[src/rtl/mem_access_if.sv]
// Bundle of the mem_access stage's upstream, data-bus and writeback signals.
// Latency: none, wires only.
// Backpressure: in_ready from the stage; dresp_data_ok completes a bus access.
interface mem_access_if;
    // upstream (execute) side
    logic        in_valid;
    logic [63:0] in_addr;
    logic [63:0] in_wdata;
    logic [1:0]  in_memop;
    logic [1:0]  in_msize;
    logic        in_unsigned;
    logic [4:0]  in_rd;
    logic        flush;
    logic        in_ready;
    // data-bus request
    logic        dreq_valid;
    logic [63:0] dreq_addr;
    logic [2:0]  dreq_size;
    logic [7:0]  dreq_strobe;
    logic [63:0] dreq_data;
    // data-bus response
    logic        dresp_data_ok;
    logic [63:0] dresp_data;
    // writeback side
    logic        out_valid;
    logic [63:0] out_result;
    logic [4:0]  out_rd;
    logic        out_misalign;

    // the memory stage itself
    modport slave (
        input  in_valid, in_addr, in_wdata, in_memop, in_msize, in_unsigned, in_rd, flush,
        input  dresp_data_ok, dresp_data,
        output in_ready,
        output dreq_valid, dreq_addr, dreq_size, dreq_strobe, dreq_data,
        output out_valid, out_result, out_rd, out_misalign
    );

    // the environment driving the stage (pipeline + data bus)
    modport master (
        output in_valid, in_addr, in_wdata, in_memop, in_msize, in_unsigned, in_rd, flush,
        output dresp_data_ok, dresp_data,
        input  in_ready,
        input  dreq_valid, dreq_addr, dreq_size, dreq_strobe, dreq_data,
        input  out_valid, out_result, out_rd, out_misalign
    );
endinterface

[src/rtl/mem_access.sv]
// Memory-access pipeline stage: pass-through, aligned loads/stores over dbus, misalign trap.
// Latency: 1 cycle for pass-through/misalign; 1 cycle after dresp_data_ok for bus accesses.
// Backpressure: in_ready only in IDLE; bus request held stable until dresp_data_ok.
module mem_access #(
    parameter bit MISALIGN_CHECK = 1'b1
) (
    input  logic         clk,
    input  logic         reset,
    mem_access_if.slave  bus
);

    typedef enum logic [1:0] {
        ST_IDLE  = 2'd0,
        ST_WAIT  = 2'd1,
        ST_DRAIN = 2'd2
    } state_t;

    localparam logic [1:0] MEMOP_LOAD  = 2'b01;
    localparam logic [1:0] MEMOP_STORE = 2'b10;

    state_t      r_state;
    state_t      w_state_nxt;

    // access latched when the request is issued
    logic [63:0] r_addr;
    logic [63:0] r_wdata;
    logic [1:0]  r_msize;
    logic        r_unsigned;
    logic [4:0]  r_rd;
    logic        r_is_store;

    // registered writeback outputs
    logic        r_out_valid;
    logic [63:0] r_out_result;
    logic [4:0]  r_out_rd;
    logic        r_out_misalign;

    logic        w_out_valid_nxt;
    logic [63:0] w_out_result_nxt;
    logic [4:0]  w_out_rd_nxt;
    logic        w_out_misalign_nxt;

    logic        w_accept;
    logic        w_is_mem;
    logic [2:0]  w_size_mask;
    logic        w_misalign_hit;
    logic        w_issue;
    logic [63:0] w_lane;
    logic [63:0] w_load_result;
    logic [7:0]  w_byte_mask;
    logic [5:0]  w_bit_shift;

    // decode of the incoming instruction: acceptance, access kind and alignment
    always_comb begin
        w_accept = (r_state == ST_IDLE) && bus.in_valid && !bus.flush;
        w_is_mem = (bus.in_memop == MEMOP_LOAD) || (bus.in_memop == MEMOP_STORE);
        case (bus.in_msize)
            2'd0:    w_size_mask = 3'b000;
            2'd1:    w_size_mask = 3'b001;
            2'd2:    w_size_mask = 3'b011;
            default: w_size_mask = 3'b111;
        endcase
        w_misalign_hit = MISALIGN_CHECK && ((bus.in_addr[2:0] & w_size_mask) != 3'b000);
        w_issue        = w_accept && w_is_mem && !w_misalign_hit;
    end

    // load data: pick the addressed lane, then truncate and extend to 64 bits
    always_comb begin
        w_bit_shift = {r_addr[2:0], 3'b000};
        w_lane      = bus.dresp_data >> w_bit_shift;
        case (r_msize)
            2'd0:    w_load_result = r_unsigned ? {56'd0, w_lane[7:0]}
                                                : {{56{w_lane[7]}}, w_lane[7:0]};
            2'd1:    w_load_result = r_unsigned ? {48'd0, w_lane[15:0]}
                                                : {{48{w_lane[15]}}, w_lane[15:0]};
            2'd2:    w_load_result = r_unsigned ? {32'd0, w_lane[31:0]}
                                                : {{32{w_lane[31]}}, w_lane[31:0]};
            default: w_load_result = w_lane;
        endcase
    end

    // state register
    always_ff @(posedge clk) begin
        if (reset) begin
            r_state <= ST_IDLE;
        end else begin
            r_state <= w_state_nxt;
        end
    end

    // next state and next writeback values; a flushed access still waits for its data_ok
    always_comb begin
        w_state_nxt        = r_state;
        w_out_valid_nxt    = 1'b0;
        w_out_result_nxt   = r_out_result;
        w_out_rd_nxt       = r_out_rd;
        w_out_misalign_nxt = 1'b0;
        case (r_state)
            ST_IDLE: begin
                if (w_issue) begin
                    w_state_nxt = ST_WAIT;
                end else if (w_accept) begin
                    // pass-through, reserved memop, or trapped misaligned access
                    w_out_valid_nxt    = 1'b1;
                    w_out_result_nxt   = bus.in_addr;
                    w_out_rd_nxt       = bus.in_rd;
                    w_out_misalign_nxt = w_is_mem;
                end
            end
            ST_WAIT: begin
                if (bus.dresp_data_ok) begin
                    w_state_nxt = ST_IDLE;
                    if (!bus.flush) begin
                        w_out_valid_nxt  = 1'b1;
                        w_out_result_nxt = r_is_store ? 64'd0 : w_load_result;
                        w_out_rd_nxt     = r_is_store ? 5'd0 : r_rd;
                    end
                end else if (bus.flush) begin
                    w_state_nxt = ST_DRAIN;
                end
            end
            ST_DRAIN: begin
                if (bus.dresp_data_ok) begin
                    w_state_nxt = ST_IDLE;
                end
            end
            default: begin
                w_state_nxt = ST_IDLE;
            end
        endcase
    end

    // capture the access parameters when a bus request is issued
    always_ff @(posedge clk) begin
        if (reset) begin
            r_addr     <= 64'd0;
            r_wdata    <= 64'd0;
            r_msize    <= 2'd0;
            r_unsigned <= 1'b0;
            r_rd       <= 5'd0;
            r_is_store <= 1'b0;
        end else if (w_issue) begin
            r_addr     <= bus.in_addr;
            r_wdata    <= bus.in_wdata;
            r_msize    <= bus.in_msize;
            r_unsigned <= bus.in_unsigned;
            r_rd       <= bus.in_rd;
            r_is_store <= (bus.in_memop == MEMOP_STORE);
        end
    end

    // writeback output registers
    always_ff @(posedge clk) begin
        if (reset) begin
            r_out_valid    <= 1'b0;
            r_out_result   <= 64'd0;
            r_out_rd       <= 5'd0;
            r_out_misalign <= 1'b0;
        end else begin
            r_out_valid    <= w_out_valid_nxt;
            r_out_result   <= w_out_result_nxt;
            r_out_rd       <= w_out_rd_nxt;
            r_out_misalign <= w_out_misalign_nxt;
        end
    end

    // bus request is a pure function of the latched access, so it stays stable in WAIT/DRAIN
    always_comb begin
        case (r_msize)
            2'd0:    w_byte_mask = 8'h01;
            2'd1:    w_byte_mask = 8'h03;
            2'd2:    w_byte_mask = 8'h0F;
            default: w_byte_mask = 8'hFF;
        endcase
        bus.dreq_valid  = (r_state != ST_IDLE);
        bus.dreq_addr   = {r_addr[63:3], 3'b000};
        bus.dreq_size   = {1'b0, r_msize};
        bus.dreq_strobe = (bus.dreq_valid && r_is_store) ? (w_byte_mask << r_addr[2:0]) : 8'h00;
        bus.dreq_data   = r_is_store ? (r_wdata << w_bit_shift) : 64'd0;
    end

    // upstream handshake and writeback outputs
    always_comb begin
        bus.in_ready     = (r_state == ST_IDLE);
        bus.out_valid    = r_out_valid;
        bus.out_result   = r_out_result;
        bus.out_rd       = r_out_rd;
        bus.out_misalign = r_out_misalign;
    end

endmodule

[src/flat_wrapper.sv]
// flat-port wrapper written by rule: the top's interface ports become plain ports
module mem_access_flat 
#(
    parameter bit MISALIGN_CHECK = 1'b1
)
  (clk, reset, bus_in_valid, bus_in_addr, bus_in_wdata, bus_in_memop, bus_in_msize, bus_in_unsigned, bus_in_rd, bus_flush, bus_dresp_data_ok, bus_dresp_data, bus_in_ready, bus_dreq_valid, bus_dreq_addr, bus_dreq_size, bus_dreq_strobe, bus_dreq_data, bus_out_valid, bus_out_result, bus_out_rd, bus_out_misalign);
  mem_access_if bus_i ();
  input  logic clk;
  input  logic reset;
  input wire logic [$bits(bus_i.in_valid)-1:0] bus_in_valid;
  input wire logic [$bits(bus_i.in_addr)-1:0] bus_in_addr;
  input wire logic [$bits(bus_i.in_wdata)-1:0] bus_in_wdata;
  input wire logic [$bits(bus_i.in_memop)-1:0] bus_in_memop;
  input wire logic [$bits(bus_i.in_msize)-1:0] bus_in_msize;
  input wire logic [$bits(bus_i.in_unsigned)-1:0] bus_in_unsigned;
  input wire logic [$bits(bus_i.in_rd)-1:0] bus_in_rd;
  input wire logic [$bits(bus_i.flush)-1:0] bus_flush;
  input wire logic [$bits(bus_i.dresp_data_ok)-1:0] bus_dresp_data_ok;
  input wire logic [$bits(bus_i.dresp_data)-1:0] bus_dresp_data;
  output wire logic [$bits(bus_i.in_ready)-1:0] bus_in_ready;
  output wire logic [$bits(bus_i.dreq_valid)-1:0] bus_dreq_valid;
  output wire logic [$bits(bus_i.dreq_addr)-1:0] bus_dreq_addr;
  output wire logic [$bits(bus_i.dreq_size)-1:0] bus_dreq_size;
  output wire logic [$bits(bus_i.dreq_strobe)-1:0] bus_dreq_strobe;
  output wire logic [$bits(bus_i.dreq_data)-1:0] bus_dreq_data;
  output wire logic [$bits(bus_i.out_valid)-1:0] bus_out_valid;
  output wire logic [$bits(bus_i.out_result)-1:0] bus_out_result;
  output wire logic [$bits(bus_i.out_rd)-1:0] bus_out_rd;
  output wire logic [$bits(bus_i.out_misalign)-1:0] bus_out_misalign;
  assign bus_i.in_valid = bus_in_valid;
  assign bus_i.in_addr = bus_in_addr;
  assign bus_i.in_wdata = bus_in_wdata;
  assign bus_i.in_memop = bus_in_memop;
  assign bus_i.in_msize = bus_in_msize;
  assign bus_i.in_unsigned = bus_in_unsigned;
  assign bus_i.in_rd = bus_in_rd;
  assign bus_i.flush = bus_flush;
  assign bus_i.dresp_data_ok = bus_dresp_data_ok;
  assign bus_i.dresp_data = bus_dresp_data;
  assign bus_in_ready = bus_i.in_ready;
  assign bus_dreq_valid = bus_i.dreq_valid;
  assign bus_dreq_addr = bus_i.dreq_addr;
  assign bus_dreq_size = bus_i.dreq_size;
  assign bus_dreq_strobe = bus_i.dreq_strobe;
  assign bus_dreq_data = bus_i.dreq_data;
  assign bus_out_valid = bus_i.out_valid;
  assign bus_out_result = bus_i.out_result;
  assign bus_out_rd = bus_i.out_rd;
  assign bus_out_misalign = bus_i.out_misalign;
  mem_access #(.MISALIGN_CHECK(MISALIGN_CHECK)) u_core (.clk(clk), .reset(reset), .bus(bus_i));
endmodule
[config.mk]
export PLATFORM = sky130hd
export DESIGN_NAME = mem_access_flat
export DESIGN_NICKNAME = d
export VERILOG_FILES = /design/src/rtl/mem_access_if.sv /design/src/rtl/mem_access.sv /design/src/flat_wrapper.sv
export SDC_FILE = /design/constraint.sdc
export NUM_CORES = 1
export LEC_CHECK = 0
export BUFFER_PORTS_ARGS = -buffer_cell sky130_fd_sc_hd__buf_2
export CAP_MARGIN = 20
export CORE_MARGIN = 5
export CORE_UTILIZATION = 55
export CTS_BUF_LIST = sky130_fd_sc_hd__clkbuf_16
export DETAILED_ROUTE_END_ITERATION = 8
export HOLD_SLACK_MARGIN = 0.1
export PLACE_DENSITY = 0.84
export SYNTH_ARGS = -nofsm -noshare
export SYNTH_HDL_FRONTEND = slang
export SYNTH_SLANG_ARGS = --single-unit
[constraint.sdc]
create_clock -name clk -period 4.2 [get_ports clk]
set_clock_uncertainty 0.15 [all_clocks]
set_input_delay 0.42 -clock clk [delete_from_list [all_inputs] [get_ports clk]]
set_output_delay 0.42 -clock clk [all_outputs]
set_load 0.02 [all_outputs]
==> results.yml, run 1 <==
sta:
  tightest_slew_ns: 1.14
  final-hold-violation-count: 0
  fmax_mhz: 288
  slew_headroom: 0.240
  tns_ns: 0
  maxSlewViolCount: 0
  finalCritPeriodShare: 0.828
  holdWs_ns: 0.135
  rsz0062_at_grt: "false"
  final.min_clock_period_ns: 3.48
  setup_viol: 0
final_layout:
  layout-drive-gt1-share: 0.300
  fillers: 1705
  nets: 2184
  areaGrowthSynthToFinish_pct: 29.0
grt:
  grt_pass1_vias: 13921
  grt_pass1_wl_microns: 78500
  overflow: 0
  track_usage: 0.378
  grt_use_met3: 0.102
  met1_usage: 0.425
  grt-busiest-layer: "met2"
  antenna_found_initial: 11
  grt_use_met2: 0.631
  grt_max_degree: 119
floorplanning:
  initial_utilization: 0.560
  core_area_sq_um: 22600
  ios: 419
  die_w_microns: 162
  dieArea_sq_um: 26200
  rows: 55
  fp.dieH_microns: 162
placed_design:
  dp_hpwl_microns: 36000
  place_congestion: 0.966
  port_buffers: 414
clock_network:
  h-tree-depth: 1
  clkTransAtPathRegs_ns: 0.07
  clock_path_buffers: 3
  ctsResizeCount: 0
  cts.sinks: 210
  clock_latency_ns: 0.54
  cts_setup_buffers: 0
  cts_buffers: 23
  holdBufCountCts: 136
  tritoncts: "built"
  clock-root-buffer: "clkbuf_16"
routing:
  post_drt_wl_per_cell_microns: 23.0
  first_iter_violations: 1686
  antenna_left: 0
  drt_pass1_iterations: 5
  viasPerCell: 6.15
  vias: 14042
  totalWireLength_microns: 52400
  drc: 0
power_and_ir_drop:
  clkPwrFrac: 0.398
  switching_share: 0.302
  combPwrFrac: 0.193
  switchingPower_w: 0.00160
  peakVddDrop_mv: 0.217
  power_density_nw_per_um2: 324
  p_seq_frac: 0.409
  p_int_w: 0.00370
  p_leak_nw: 6.71
synthesis:
  synth_seq_cells: 210
  synthArstFlopShare: 0
  synth_top_area_cell: "dfxtp_1"
  synthCells: 1583
  synth_top_flop_cell: "dfxtp_1"
  synth_area_sq_um: 12700
  yosys.area.top_type_share: 0.332
  ys_seq_area_frac: 0.332
  ys_types: 59
  post-synth-top-count-cell: "nand2_1"
  postSynthAreaPerCell_sq_um: 8.01
  ys_warn_count: 0
  synthTopCellsByArea: "dfxtp_1 33%, nand2_1 11%, a21oi_1 8.4%"
  synth-edff-count: 0
  netlist_top_cells_count: "356 x nand2_1, 212 x a21oi_1, 210 x dfxtp_1"
status:
  status: "finished, final reports clean"
worst_setup_path:
  cp-end-kind: "output port"
  crit_path_max_fanout: 118
  crit_type: "register to output port"
  cp_data_arrival_time_ns: 2.91
  critical_path_required_ns: 3.63
  cp-start-kind: "register"
flow_run:
  cap_violations: 0
min_path:
  worstHoldPathType: "primary input to register"
==> sequential cells by signal, indices dropped and copies added (netlist names) <==
register / cells
u_core.bus.out_result: 64
u_core.r_addr: 64
u_core.r_wdata: 64
u_core.bus.out_rd: 5
u_core.r_rd: 5
u_core.r_msize: 2
u_core.r_state: 2
u_core.bus.out_misalign: 1
u_core.bus.out_valid: 1
u_core.r_is_store: 1
u_core.r_unsigned: 1
==> stage by stage <==
step	worst slack (ns)	total power, W	util	cell area (sq um)	instances
4_1_cts	0.767	0.00525	0.721	16300	2277
5_1_grt	0.601	0.00546	0.722	16300	2282
3_3_place_gp	1.24	0.00308	0.627	14200	2099
3_5_place_dp	1.20	0.00309	0.627	14200	2099
6_report	0.722	0.00530	0.722	16300	2283
2_1_floorplan	1.24	0.00276	-	12700	1586
==> layout make-up <==
cell class              instances  area, sq um  area share
clock inverters                19          190      0.0116
repair buffers                572         3650       0.224
multi-input cells            1163         7320       0.448
well taps                     285          357      0.0218
clock buffers                  23          576      0.0352
flip-flops and latches        210         4220       0.258
diodes                          5         12.5    0.000765
inverters                       6         22.5     0.00138
==> worst max-delay path: stages (launching register included) <==
cell	delay, ns
dfxtp_4	0.61
buf_12	0.50
nor2_1	0.28
and3_1	0.41
a22o_1	0.30
buf_2	0.16
==> routing by layer <==
layer | vias to the layer above | wire [microns]
met5 | - | 103
met4 | 14 | 3920
met3 | 272 | 5310
met2 | 933 | 24600
met1 | 6537 | 18500
li1 | 6286 | -
==> power groups by stage <==
stage,logic [W],clock network [W],registers [W]
finish,0.00102,0.00211,0.00217
global route,0.00108,0.00220,0.00217
CTS,0.000989,0.00210,0.00216
detailed placement,0.000886,0,0.00220
global placement,0.000876,0,0.00220
floorplan,0.000503,0,0.00225
==> cells in the final DEF (no fill, tap or decap), drive strengths merged, types with 25 or more instances in the layout <==
master and instances:
mux2i 78, buf 436, nand2 356, dfxtp 210, nor2b 30, dlygate4sd3 136
mux4 33, nor3 43, nor2 124, a211oi 25, a221oi 33, a21oi 212
mux2 44, o21ai 36
==> path summary, 6_finish.rpt <==
kind | from | end | slack, ns | depth (start not counted)
max | u_core.r_addr[0] | bus_dreq_data[38] | 0.72 | 5
min | bus_in_addr[15] | u_core.r_addr[15] | 0.13 | 3
max reg2reg | u_core.r_addr[2] | u_core.bus.out_result[18] | 1.17 | 8
min reg2reg | u_core.r_rd[3] | u_core.r_rd[3] | 0.30 | 2
==> logic make-up (layout without fill, tap and decap cells) <==
kind of cell / Yosys count / in the layout / synth area share
AND/OR/NAND/NOR: 619 / 619 / 0.210
other: 1 / 9 / 0.000296
multiplexers: 155 / 155 / 0.159
AO/OA/AOI/OAI: 384 / 384 / 0.203
adder cells (fa/ha/maj): 1 / 1 / 0.000987
flip-flops: 210 / 210 / 0.332
buffers and inverters: 213 / 620 / 0.0946
No activity file was read; power rests on OpenSTA's default activity.
==> run 2: changes to the inputs <==
CORE_ASPECT_RATIO = 2   (was default)
CORE_UTILIZATION = 52   (was 55)
PLACE_DENSITY = 0.8   (was 0.84)
clock period = 3.6 ns   (was 4.2 ns; I/O delays follow)
==> results.yml, run 2 (synthesis gave the netlist of run 1 again) <==
routing:
  post_drt_wl_per_cell_microns: 21.9
  drc: 0
  totalWireLength_microns: 50100
  drt_pass1_iterations: 6
  vias: 13720
  viasPerCell: 5.99
  antenna_left: 0
  first_iter_violations: 1380
grt:
  antenna_found_initial: 8
  grt_max_degree: 98
  overflow: 0
  track_usage: 0.346
  grt_pass1_vias: 13552
  grt_pass1_wl_microns: 76700
floorplanning:
  initial_utilization: 0.523
  fp.dieH_microns: 231
  rows: 81
  dieArea_sq_um: 27800
  ios: 419
  die_w_microns: 120
  core_area_sq_um: 24200
clock_network:
  clock-root-buffer: "clkbuf_16"
  cts_setup_buffers: 0
  clock_latency_ns: 0.52
  clock_path_buffers: 3
  cts_buffers: 20
  cts.sinks: 210
  h-tree-depth: 1
  tritoncts: "built"
  clkTransAtPathRegs_ns: 0.07
sta:
  rsz0062_at_grt: "false"
  final.min_clock_period_ns: 3.20
  maxSlewViolCount: 0
  tightest_slew_ns: 1.11
  finalCritPeriodShare: 0.888
  setup_viol: 0
  tns_ns: 0
  final-hold-violation-count: 0
  slew_headroom: 0.260
  fmax_mhz: 313
placed_design:
  place_congestion: 1.02
  dp_hpwl_microns: 34900
  port_buffers: 414
final_layout:
  most-common-layout-cells: "413 x buf_2, 355 x nand2_1, 212 x a21oi_1, 207 x dfxtp_1, 140 x dlygate4sd3_1"
  layout-drive-gt1-share: 0.299
  final_common_cell: "buf_2"
  nets: 2192
  areaGrowthSynthToFinish_pct: 29.0
  fillers: 2006
  post-route-util: 0.675
worst_setup_path:
  critical_path_required_ns: 3.09
  crit_type: "register to output port"
  crit_path_max_fanout: 67
  cp-start-kind: "register"
  cp-end-kind: "output port"
  cp_data_arrival_time_ns: 2.69
power_and_ir_drop:
  peakVddDrop_mv: 0.356
  power_density_nw_per_um2: 364
  p_leak_nw: 6.73
status:
  status: "finished, final reports clean"
min_path:
  worstHoldPathType: "primary input to register"
flow_run:
  cap_violations: 0
==> run 2: cell count changes in the layout (fill, tap and decap cells not counted), moves of 3 or more <==
| cell | delta |
|---|---|
| clkinv_2 | -3 |
| dlygate4sd3_1 | +4 |
| inv_1 | +3 |
| buf_4 | +8 |
==> run 2: routing by layer <==
layer,track usage,part of all wire,up-vias
met3,0.0863,0.10,156
met5,0,0.00056,-
met2,0.575,0.48,823
met4,0.171,0.053,6
li1,-,-,6298
met1,0.414,0.37,6437
==> run 2: final cells by class <==
class / count / area, sq um / area share
sequential: 210 / 4220 / 0.258
tap: 290 / 363 / 0.0222
multi-input combinational: 1163 / 7320 / 0.448
timing repair buffer: 583 / 3740 / 0.229
clock buffer: 21 / 526 / 0.0321
antenna: 4 / 10.0 / 0.000612
clock inverter: 15 / 150 / 0.00918
inverter: 6 / 22.5 / 0.00138
==> run 2: final timing paths <==
check	start	end	slack [ns]	depth (start not counted)
min	reset	u_core.r_addr[9]	0.13	2
max reg2reg	u_core.r_addr[2]	u_core.bus.out_result[23]	0.68	7
min reg2reg	u_core.r_addr[14]	u_core.r_addr[14]	0.30	2
max	u_core.r_addr[0]	bus_dreq_data[58]	0.40	7
==> run 2: timing repair <==
action	4_1_cts	5_1_grt
endpoints found under the hold margin	185	0
setup endpoints to repair	0	0
hold buffers	140	0
gates resized for setup	0	0
==> run 2: critical path, stage by stage, from the launching register on <==
cell     delay [ns]
dfxtp_4        0.66
buf_12         0.40
mux2_2         0.26
nor2_1         0.05
a21oi_1        0.29
mux2i_1        0.16
nor2b_1        0.13
buf_2          0.17
==> run 2: through the flow <==
stage | worst slack [ns] | hold slack [ns] | power, W | cell area [sq um] | cells
CTS | 0.403 | 0.124 | 0.00595 | 16300 | 2288
finish | 0.403 | 0.131 | 0.00596 | 16400 | 2292
global placement | 0.725 | 0.288 | 0.00358 | 14200 | 2111
floorplan | 0.701 | 0.282 | 0.00321 | 12700 | 1586
global route | 0.252 | 0.150 | 0.00615 | 16400 | 2292
detailed placement | 0.730 | 0.292 | 0.00360 | 14300 | 2112
==> run 2: power breakdown <==
group	leakage [nW]	switching [W]	internal (W)	total, W
Sequential	1.71	0.0000877	0.00243	0.00252
Combinational	4.68	0.000692	0.000493	0.00119
Clock	0.341	0.000978	0.00128	0.00225
==> run 3: changes to the inputs <==
CORE_ASPECT_RATIO = default   (was 2)
CORE_UTILIZATION = 55   (was 52)
PLACE_DENSITY = 0.84   (was 0.8)
clock period = 3.8 ns   (was 3.6 ns; I/O delays follow)
==> results.yml, run 3 (synthesis gave the netlist of run 1 again) <==
final_layout:
  most-common-layout-cells: "413 x buf_2, 355 x nand2_1, 212 x a21oi_1, 207 x dfxtp_1, 139 x dlygate4sd3_1"
  areaGrowthSynthToFinish_pct: 30.0
  nets: 2192
  final_common_cell: "buf_2"
  layout-drive-gt1-share: 0.300
  post-route-util: 0.728
sta:
  maxSlewViolCount: 0
  fmax_mhz: 292
  slew_headroom: 0.375
  tns_ns: 0
  rsz0062_at_grt: "false"
  tightest_slew_ns: 0.937
  finalCritPeriodShare: 0.902
  final.min_clock_period_ns: 3.43
  setup_viol: 0
  final-hold-violation-count: 0
grt:
  grt_pass1_wl_microns: 78100
  track_usage: 0.374
  antenna_found_initial: 15
  overflow: 0
  grt_pass1_vias: 13789
  grt_max_degree: 93
clock_network:
  clkTransAtPathRegs_ns: 0.07
  tritoncts: "built"
  cts_setup_buffers: 0
  clock_latency_ns: 0.53
  holdBufCountCts: 139
  clock-root-buffer: "clkbuf_16"
  clock_path_buffers: 3
  ctsResizeCount: 0
  h-tree-depth: 1
  cts.sinks: 210
  cts_buffers: 24
flow_run:
  cap_violations: 0
worst_setup_path:
  crit_path_max_fanout: 38
  crit_type: "register to output port"
  cp-start-kind: "register"
  critical_path_required_ns: 3.27
  cp_data_arrival_time_ns: 2.90
  cp-end-kind: "output port"
floorplanning:
  rows: 55
  core_area_sq_um: 22600
  die_w_microns: 162
  fp.dieH_microns: 162
  ios: 419
  initial_utilization: 0.560
  dieArea_sq_um: 26200
routing:
  totalWireLength_microns: 52300
  first_iter_violations: 1519
  viasPerCell: 6.20
  post_drt_wl_per_cell_microns: 22.8
  drc: 0
  vias: 14229
  drt_pass1_iterations: 5
  antenna_left: 0
min_path:
  worstHoldPathType: "primary input to register"
power_and_ir_drop:
  peakVddDrop_mv: 0.297
  p_leak_nw: 6.77
  power_density_nw_per_um2: 358
placed_design:
  dp_hpwl_microns: 35700
  port_buffers: 414
  place_congestion: 0.980
status:
  status: "finished, final reports clean"
==> run 3: cell types whose count changed in the layout (fill, tap and decap cells not counted), moves of 2 or more <==
cell       delta
buf_4         -6
diode_2       +6
buf_12        +3
clkbuf_16     +3
inv_1         -2
inv_4         +2
==> run 3: where the power goes <==
group / internal (W) / total (W) / switching (W) / leakage, nW
sequential: 0.00231 / 0.00239 / 0.0000846 / 1.71
combinational: 0.000467 / 0.00114 / 0.000675 / 4.67
clock: 0.00136 / 0.00237 / 0.00100 / 0.389
total: 0.00414 / 0.00590 / 0.00176 / 6.77
==> run 3: through the flow <==
| step | hold slack [ns] | power, W | cell area, sq um | std cells | setup WS [ns] |
|---|---|---|---|---|---|
| after floorplan | 0.282 | 0.00305 | 12700 | 1586 | 0.881 |
| after detailed placement | 0.293 | 0.00342 | 14200 | 2103 | 0.824 |
| final | 0.106 | 0.00590 | 16500 | 2296 | 0.373 |
| after CTS | 0.108 | 0.00585 | 16400 | 2285 | 0.431 |
| after global placement | 0.287 | 0.00340 | 14200 | 2103 | 0.917 |
| after global routing | 0.130 | 0.00608 | 16500 | 2295 | 0.271 |
==> run 3: metal layers <==
metal  part of all wire  vias to the layer above  GRT usage
li1                   -                     6325          -
met1               0.35                     6656      0.424
met2               0.48                      993      0.640
met3               0.10                      247     0.0903
met4              0.069                        8      0.227
met5             0.0011                        -          0
==> run 3: worst max-delay path: stages (launching register included) <==
cell	delay, ns
dfxtp_4	0.47
buf_4	0.36
nor2b_2	0.66
nand2_1	0.33
nor2_1	0.29
buf_2	0.22
==> run 3: cell type report <==
| class | count | area [sq um] |
|---|---|---|
| Antenna cell | 10 | 25.0 |
| Multi-Input combinational cell | 1163 | 7320 |
| Clock inverter | 19 | 188 |
| Sequential cell | 210 | 4220 |
| Fill cell | 1715 | 6160 |
| Tap cell | 285 | 357 |
| Clock buffer | 24 | 601 |
| Inverter | 6 | 22.5 |
| Timing Repair Buffer | 579 | 3750 |
==> run 3: worst paths after layout <==
path / from / endpoint / slack (ns) / cells past startpoint
worst max-delay path: u_core.r_addr[2] / bus_dreq_data[10] / 0.37 / 5
worst min-delay path: bus_in_memop[1] / u_core.r_is_store / 0.11 / 4
worst max register to register: u_core.r_addr[1] / u_core.bus.out_result[54] / 0.71 / 8
worst min register to register: u_core.r_addr[26] / u_core.r_addr[26] / 0.30 / 2
